[config.mk]
export PLATFORM = sky130hd
export DESIGN_NAME = amiga_clk_pll
export DESIGN_NICKNAME = d
export VERILOG_FILES = /design/src/rtl/amiga_clk_pll.sv
export SDC_FILE = /design/constraint.sdc
export NUM_CORES = 1
export LEC_CHECK = 0
export CORE_ASPECT_RATIO = 1.4
export CORE_MARGIN = 10
export CORE_UTILIZATION = 35
export CTS_BUF_LIST = sky130_fd_sc_hd__clkbuf_4 sky130_fd_sc_hd__clkbuf_8 sky130_fd_sc_hd__clkbuf_16
export CTS_CLUSTER_SIZE = 16
export DETAILED_ROUTE_END_ITERATION = 12
export HOLD_SLACK_MARGIN = 0.02
export MAX_ROUTING_LAYER = met4
export SLEW_MARGIN = 40
export SYNTH_ARGS = -nofsm -noshare
export SYNTH_HDL_FRONTEND = slang
export SYNTH_SLANG_ARGS = --single-unit
[constraint.sdc]
create_clock -name inclk0 -period 1.65 [get_ports inclk0]
set_input_delay 0.2475 -clock inclk0 [delete_from_list [all_inputs] [get_ports inclk0]]
set_output_delay 0.2475 -clock inclk0 [all_outputs]
set_load 0.05 [all_outputs]
[src/rtl/amiga_clk_pll.sv]
// Digital stand-in for the Amiga clock-tree PLL: DDS phase accumulators clocked by a
// fast reference synthesize clk_sdram (c0), clk_114 (c1) and clk_28 (c2), plus a lock flag.
module amiga_clk_pll #(
   parameter int              ACC_W       = 32,
   parameter logic [ACC_W-1:0] INC_114    = 32'h4000_0000,
   parameter logic [ACC_W-1:0] INC_28     = 265512736,
   parameter logic [ACC_W-1:0] PHASE_C0   = 32'h9800_0000,
   parameter int              LOCK_CYCLES = 16
) (
   input  logic inclk0,
   input  logic areset,
   output logic c0,
   output logic c1,
   output logic c2,
   output logic locked
);

   localparam int CNT_W = $clog2(LOCK_CYCLES + 1);
   localparam logic [CNT_W-1:0] LOCK_MAX  = CNT_W'(LOCK_CYCLES);
   localparam logic [CNT_W-1:0] LOCK_LAST = CNT_W'(LOCK_CYCLES - 1);

   logic [CNT_W-1:0] lock_cnt;
   logic [ACC_W-1:0] acc114;
   logic [ACC_W-1:0] acc28;
   logic [ACC_W-1:0] acc114_ph;

   // Lock counter saturates at LOCK_CYCLES; locked rises on the edge where it gets there
   always_ff @(posedge inclk0 or posedge areset) begin
      if (areset) begin
         lock_cnt <= '0;
         locked   <= 1'b0;
      end else begin
         if (lock_cnt != LOCK_MAX)
            lock_cnt <= lock_cnt + CNT_W'(1);
         if (lock_cnt == LOCK_LAST)
            locked <= 1'b1;
      end
   end

   // Accumulators start advancing only on the edge after the lock edge
   always_ff @(posedge inclk0 or posedge areset) begin
      if (areset) begin
         acc114 <= '0;
         acc28  <= '0;
      end else if (locked) begin
         acc114 <= acc114 + INC_114;
         acc28  <= acc28 + INC_28;
      end
   end

   assign acc114_ph = acc114 + PHASE_C0;

   assign c1 = locked & acc114[ACC_W-1];
   assign c0 = locked & acc114_ph[ACC_W-1];
   assign c2 = locked & acc28[ACC_W-1];

endmodule

# Word-level counts from Yosys, hierarchy flattened
# Cells that the tools add are included.
# Widths: inputs -> output; s select.
# totals
ff_bits	70
word_cells	13
# op_classes
n_bitwise	3
eq_ne	2
addsub	4
# ops
operator	n
$add 32x28->32 const B	1
$add 32x31->32 const B	1
$add 32x32->32 const B	1
$add 5x1->5 const B	1
$eq 5x4->1 const B	1
$ne 5x5->1 const B	1
$and 1x1->1	3

# Depth between registers and ports, before layout
# Gate-level depths: netlist (run 1).
# logic_depth
word_depth	2
mapped_depth	6
mapped_depth_nobuf	6

# Worst setup path after synthesis (run 1)
# No wires, ideal clock.
# synth_path
path_type	reg-to-output
start	reg locked
end	out c0
path_stages_with_launch	4
arrival_time_ns	1.972
slack_ns	-0.570
cell_sequence	dfrtp_1 > clkbuf_1 > clkbuf_1 > nor2b_1
# synth_via
elab_chain_cells	1
# synth_lines
element	line_no	text
start, declared	15	output logic locked
start signal, assigned	31	locked <= 1'b0;
start signal, assigned	36	locked <= 1'b1;
$and 1x1->1	54	assign c0 = locked & acc114_ph[ACC_W-1];
end, declared	12	output logic c0,
# No other way between the ends.

# Final worst setup path (run 1)
# layout_path
start	reg acc28[6]
end	reg acc28[29]
# layout_via
elab_chain_cells	1
# layout_lines
element	line_no	text
start, declared	24	logic [ACC_W-1:0] acc28;
start signal, assigned	47	acc28 <= acc28 + INC_28;
$add 32x28->32	47	
# No other way between the ends.
# A chain may end at the register's enable or synchronous reset.

==> summary.txt, run 1 <==
Global route
  – Initial antenna violation count: 0
  – First-pass GRT wire length: 5402 um
  – Vias in the first global route: 1219
  – Grt ovf: 0
  – Largest net degree at the start of global routing: 36
  – Total track usage: 8.535%

Yosys
  – Synth Area in Adders: 2.876%
  – Ys async rst share: 100.0%
  – Post-synth EDFFs: 0
  – Post-Syn Area: 1740 um2
  – Syn avg cell area: 11.30 um2
  – Synth area leaders: dfrtp_1 (50%), xnor2_1 (9.1%), xor2_1 (6.5%)
  – Seq/Total Area, Yosys: 50.32%
  – Warnings from Yosys: 0
  – #FFs+latches synth: 35
  – Post-Synth XOR/XNOR Area: 15.60%
  – Post-synthesis cell type count: 41
  – Post-synth top area cell: dfrtp_1
  – Share of the synthesized area in the top cell type: 50.32%
  – Synth Area in Compound Gates: 9.777%
  – Synth Area in Simple Gates: 18.12%
  – Multiplexer share of the synthesized area: 1.294%
  – Main combinational cell family by area after synthesis: simple AND/OR/NAND/NOR gates
  – Net Count, Synth: 160
  – Gate Count Post-Synth: 154
  – Primary FF master, synth: dfrtp_1

Floorplanning
  – Standard-cell rows: 30
  – # IOs: 6
  – Die area: 8233 um2
  – Starting Density: 35.94%
  – Core Area: 4842 um2
  – Die height: 103.4 um
  – Die width: 79.60 um

STA
  – Slew Limit Headroom: 71.87%
  – Tcrit/Tclk final: 98.47%
  – Fin worst setup slack: 25.22 ps
  – Clock Skew: 8.013 ps
  – Final setup vio count: 0
  – Final Max Tran Viols: 0
  – RSZ-0062 raised after global routing: yes
  – Slew @ Worst Pin: 421.9 ps
  – F_max: 615.5 MHz
  – Hold Violations, Final: 0
  – Setup_tns: 0 ps
  – Clock period minus worst slack: 1625 ps

Critical path
  – Internal reg-to-reg setup slack: 30 ps
  – Slowest cell on the critical path: a221o_2
  – CP cell instances: ha_2 -> a211oi_2 -> a221o_2 -> a21oi_4 -> o211ai_2 -> xnor2_1
  – Crit Path Class: flip-flop to flip-flop
  – Worst path bufs/invs: 0
  – Worst path required time: 1830 ps
  – Delay of the slowest critical-path stage: 400 ps
  – CP startpoint kind: flip-flop
  – WP data arrival: 1810 ps
  – CP Max Fanout: 4
  – Largest delay share family, worst path: compound AO/OA/AOI/OAI gates
  – Crit end category: flip-flop

Placement
  – DP Wirelength: 2196 um
  – Number of buffers added on ports: 5
  – Placement-stage cell area: 1992 um2
  – Global placement routability congestion: 0.7863
  – Post-Place Setup Slack: 1.746 ps

Clock network
  – CTS root buffer: clkbuf_8
  – CTS tree: yes
  – Cts hold-fix bufs: 0
  – CTS H-tree lvls: 2
  – CTS Sinks: 35
  – Total CTS buffers: 5
  – Clock-pin slew on the worst setup and hold paths: 80 ps
  – Worst skew pair latency: 290 ps
  – Maximum root-to-sink buffer count: 2

Min path
  – Hold Path Class: primary input to async pin

Drt
  – Vias per inst: 4.672
  – First-pass DRT Iterations: 4
  – Antenna Nets Post-Route: 0
  – Detailed Route WL: 3018 um
  – Via count: 1140
  – Detailed router's first-iteration violation count: 45
  – Post-route DRC: 0
  – Wire per inst: 12.37 um

Power and ir drop
  – Maximum VDD drop: 522.9 uV
  – Pwr dens: 694.8 nW/um2
  – Leak Pwr: 0.9721 nW
  – Clock power frac: 41.6%
  – Power share of the sequential group: 57.1%
  – Net Switching: 0.0003401 W
  – Internal power: 0.001162 W
  – Combinational power share: 1.3%
  – Sw Ratio: 22.64%

Outcome
  – Outcome: completed

Final layout
  – Area Growth Syn to Fin: 24.23%
  – Final Cell Area: 2162 um2
  – Fraction of layout cells with a size suffix above 1: 29.44%
  – Nets: 185
  – Diode count: 0

Run
  – Max-cap violation count: 0
==> synth_stat cells (2+ instances only) <==
master and count:
and3_1 3, o21ai_0 4, nand3_1 5, nand3b_1 2, and2_1 2, dfrtp_1 35, nand2_1 18, xor2_1 13
clkbuf_1 2, mux2_2 2, a21oi_1 8, ha_1 4, xnor2_1 18, nor2_1 6, inv_1 6
==> worst paths after layout <==
| kind | startpoint | endpoint | depth (start not counted) |
|---|---|---|---|
| min in group inclk0 | acc28[12] | acc28[12] | 1 |
| min reg2reg | acc28[12] | acc28[12] | 1 |
| max in group asynchronous | areset | locked | 3 |
| min | areset | lock_cnt[2] | 3 |
| max | acc28[6] | acc28[29] | 6 |
| max reg2reg | acc28[6] | acc28[29] | 6 |
==> logic make-up (layout without fill, tap and decap cells) <==
group,Yosys count,after routing
XOR/XNOR,31,31
AND/OR/NAND/NOR,51,51
AO/OA/AOI/OAI,22,22
buffers and inverters,9,35
adder cells (fa/ha/maj),4,4
multiplexers,2,2
flip-flops,35,35
==> flip-flops by register name (all words and copies together), names as in the netlist <==
register / cells
locked: 1
lock_cnt: 5
acc28: 27
acc114: 2
==> metal layers <==
| layer | wire length, um | track usage, % |
|---|---|---|
| met5 | 0 | - |
| met4 | 59 | 4.149 |
| met3 | 92 | 2.682 |
| met2 | 1630 | 14.54 |
| met1 | 1235 | 8.696 |
==> cells in the final DEF (no fill, tap or decap), drive strengths merged, types with 2 or more instances in the layout <==
cell type,Yosys,final
o21ai,5,5
nor3,3,3
ha,4,4
nor2,7,7
clkinv,0,2
and2,2,2
dfrtp,35,35
buf,1,20
nand3b,2,2
nand3,5,5
a21boi,2,2
nand4b,2,2
xnor2,18,18
nor4b,2,2
and3,3,3
inv,6,6
mux2,2,2
a21oi,9,9
nand2,18,18
clkbuf,2,5
xor2,13,13
==> power by group through the flow <==
stage          registers [W]  logic [W]  clock network (W)
3_3_place_gp        0.000874  0.0000208                  0
3_5_place_dp        0.000874  0.0000219                  0
2_1_floorplan       0.000874  0.0000126                  0
6_report            0.000857  0.0000197           0.000625
4_1_cts             0.000857  0.0000217           0.000645
5_1_grt             0.000857  0.0000236           0.000689
==> cell type report <==
class	instances	area, um2
inverter	6	22.52
clock buffer	5	68.82
sequential	35	877.1
clock inverter	3	25.02
multi-input combinational	110	878.3
tap	64	80.08
timing repair buffer	21	210.2
fill	455	2680
==> per-stage QoR <==
| stage | total power, W | utilization [%] | hold slack [ps] | instances |
|---|---|---|---|---|
| 4_1_cts | 0.001524 | 43.59 | 381.8 | 242 |
| 6_report | 0.001502 | 44.65 | 354.3 | 244 |
| 2_1_floorplan | 0.0008866 | - | 401.7 | 154 |
| 3_3_place_gp | 0.0008948 | 41.14 | 451.5 | 231 |
| 5_1_grt | 0.001569 | 44.65 | 404.4 | 244 |
| 3_5_place_dp | 0.0008959 | 41.14 | 458.7 | 231 |
==> worst reg2reg max path, cell delays in order (launching register included) <==
cell and delay, ps:
dfrtp_1 370, ha_2 190, a211oi_2 60, a221o_2 400, a21oi_4 240, o211ai_2 110, xnor2_1 140
==> repair_timing <==
item	in CTS	in global routing
hold endpoints to repair	0	0
setup buffers	3	2
endpoints found under the setup margin	3	8
resized for setup	1	8
pin swaps	4	8
No activity file was read; power rests on OpenSTA's default activity.
==> inputs of run 2 (changes only) <==
- CTS_BUF_LIST: sky130_fd_sc_hd__clkbuf_4 sky130_fd_sc_hd__clkbuf_8 sky130_fd_sc_hd__clkbuf_16 -> sky130_fd_sc_hd__clkbuf_8
- TNS_END_PERCENT: not set -> 30
==> run 2 against run 1 <==
Die area unchanged. Utilization down 0.31 points. Routed wire length down 1.4%. Largest power group unchanged.
==> summary.txt, run 2 (synthesis gave the netlist of run 1 again) <==
Clock network
  – CTS root buffer: clkbuf_8
  – CTS tree: yes
  – Total CTS buffers: 5 (unchanged)
  – Cts hold-fix bufs: 0 (unchanged)
  – CTS H-tree lvls: 2 (unchanged)
  – Maximum root-to-sink buffer count: 2 (unchanged)
  – CTS Sinks: 35 (unchanged)
  – Clock-pin slew on the worst setup and hold paths: 80 ps (about the same)
  – Worst skew pair latency: 290 ps (about the same)

Drt
  – Antenna Nets Post-Route: 0 (unchanged)
  – Detailed Route WL: 2976 um (-1.4%)
  – Wire per inst: 12.25 um (-0.99%)
  – Via count: 1132 (-0.70%)
  – Vias per inst: 4.658 (-0.29%)
  – Detailed router's first-iteration violation count: 44 (-2.2%)
  – Post-route DRC: 0 (unchanged)
  – First-pass DRT Iterations: 4 (unchanged)

Global route
  – Total track usage: 8.535% (unchanged)
  – Vias in the first global route: 1219 (unchanged)
  – First-pass GRT wire length: 5402 um (unchanged)
  – Initial antenna violation count: 0 (unchanged)
  – Largest net degree at the start of global routing: 36 (unchanged)
  – Grt ovf: 0 (unchanged)

Placement
  – Global placement routability congestion: 0.7863 (unchanged)
  – Number of buffers added on ports: 5 (unchanged)
  – Cells after DPL: 231 (unchanged)
  – DP Wirelength: 2196 um (unchanged)

Final layout
  – Biggest register: acc28
  – Nets: 184 (-0.54%)
  – Area Growth Syn to Fin: 23.36%
  – Top flop regs: acc28 (27), lock_cnt (5), acc114 (2)
  – Finished Layout Cells: 243 (-0.41%)
  – Diode count: 0 (unchanged)
  – Number of flip-flops in the largest register: 27 (unchanged)
  – Most frequent cells in the layout: dfrtp_1 (34), nand2_1 (18), xnor2_1 (18)
  – Fraction of layout cells with a size suffix above 1: 29.05% (-0.39 points)
  – Leading cell type in the layout, fill and taps excluded: dfrtp_1

Min path
  – Hold Path Class: primary input to async pin

Critical path
  – Internal reg-to-reg setup slack: 20 ps (about the same)
  – WP data arrival: 1810 ps (about the same)
  – Worst reg2reg path endpoint: acc28[29]
  – Worst r2r path cells: 6 (unchanged)
  – Worst path required time: 1830 ps (about the same)
  – Crit Path Class: flip-flop to flip-flop
  – Crit end category: flip-flop
  – CP startpoint kind: flip-flop
  – CP Max Fanout: 4 (unchanged)
  – RR Startpoint: acc28[6]

STA
  – Slew Limit Headroom: 71.89% (about the same)
  – RSZ-0062 raised after global routing: yes
  – Clock period minus worst slack: 1625 ps (+0.5380 ps)
  – Clock Skew: 7.978 ps (-0.03488 ps)
  – Tcrit/Tclk final: 98.50% (about the same)
  – Slew @ Worst Pin: 421.7 ps (-0.1609 ps)
  – Hold Violations, Final: 0 (unchanged)
  – Final setup vio count: 0 (unchanged)
  – F_max: 615.3 MHz (about the same)
  – Final Max Tran Viols: 0 (unchanged)

Floorplanning
  – # IOs: 6 (unchanged)
  – Standard-cell rows: 30 (unchanged)
  – Core Area: 4842 um2 (unchanged)
  – Starting Density: 35.94% (unchanged)
  – Die area: 8233 um2 (unchanged)
  – Die height: 103.4 um (unchanged)
  – Die width: 79.60 um (unchanged)

Power and ir drop
  – Maximum VDD drop: 522.8 uV (about the same)
  – Total Power: 0.001502 W (about the same)
  – Leak Pwr: 0.9679 nW (-0.44%)
  – Pwr dens: 699.7 nW/um2 (+0.71%)

Run
  – Max-cap violation count: 0 (unchanged)

Outcome
  – Outcome: completed
run 2: repair_timing:
| action | CTS | global route |
|---|---|---|
| cloned | 0 | 0 |
| resized for setup | 1 | 7 |
| setup buffers | 3 | 1 |
| setup endpoints to repair | 3 | 8 |
| pin swaps | 4 | 7 |
run 2: through the flow:
| step | instance area [um2] | hold slack (ps) | setup slack, ps | setup TNS, ps | util (%) |
|---|---|---|---|---|---|
| final | 2147 | 354.7 | 24.68 | 0 | 44.34 |
| after global routing | 2147 | 404.4 | -54.48 | -258.1 | 44.34 |
| after CTS | 2111 | 381.8 | 9.256 | 0 | 43.59 |
| after detailed placement | 1992 | 458.7 | 1.746 | 0 | 41.14 |
| after global placement | 1992 | 451.5 | 62.90 | 0 | 41.14 |
| after floorplan | 1753 | 401.7 | 43.88 | 0 | - |
run 2: how the worst max path moves through the flow:
| stage | start | end | slack (ps) |
|---|---|---|---|
| CTS | acc28[6] | acc28[29] | 9 |
| finish | acc28[6] | acc28[29] | 20 |
| global placement | acc28[6] | acc28[31] | 60 |
| floorplan | locked | c0 | 40 |
| global route | acc28[6] | acc28[29] | -50 |
| detailed placement | acc28[6] | acc28[27] | 2 |
run 2: cell type report:
class / instances / area (um2)
clock buffer: 5 / 68.82
clock inverter: 3 / 25.02
fill: 458 / 2695
inverter: 6 / 22.52
multi-input combinational: 110 / 870.8
sequential: 35 / 877.1
tap: 64 / 80.08
timing repair buffer: 20 / 202.7
run 2: report_power, final:
| group | internal (W) | switching (W) |
|---|---|---|
| Sequential | 0.000857 | 0 |
| Clock | 0.000301 | 0.000324 |
| Combinational | 0.00000380 | 0.0000159 |
| Total | 0.00116 | 0.000340 |
run 2: routing by layer:
metal / vias to the layer above / track usage (%) / part of all wire (%)
met3: 6 / 2.682 / 3.0
li1: 568 / - / -
met2: 8 / 14.54 / 53
met5: - / - / 0
met1: 550 / 8.696 / 42
met4: 0 / 4.149 / 2.0
run 2: worst max-delay path, stage by stage, from the launching register on:
cell and delay, ps:
dfrtp_1 370, ha_2 190, a211oi_2 60, a221o_2 390
a21oi_4 240, o211ai_2 110, xnor2_1 140
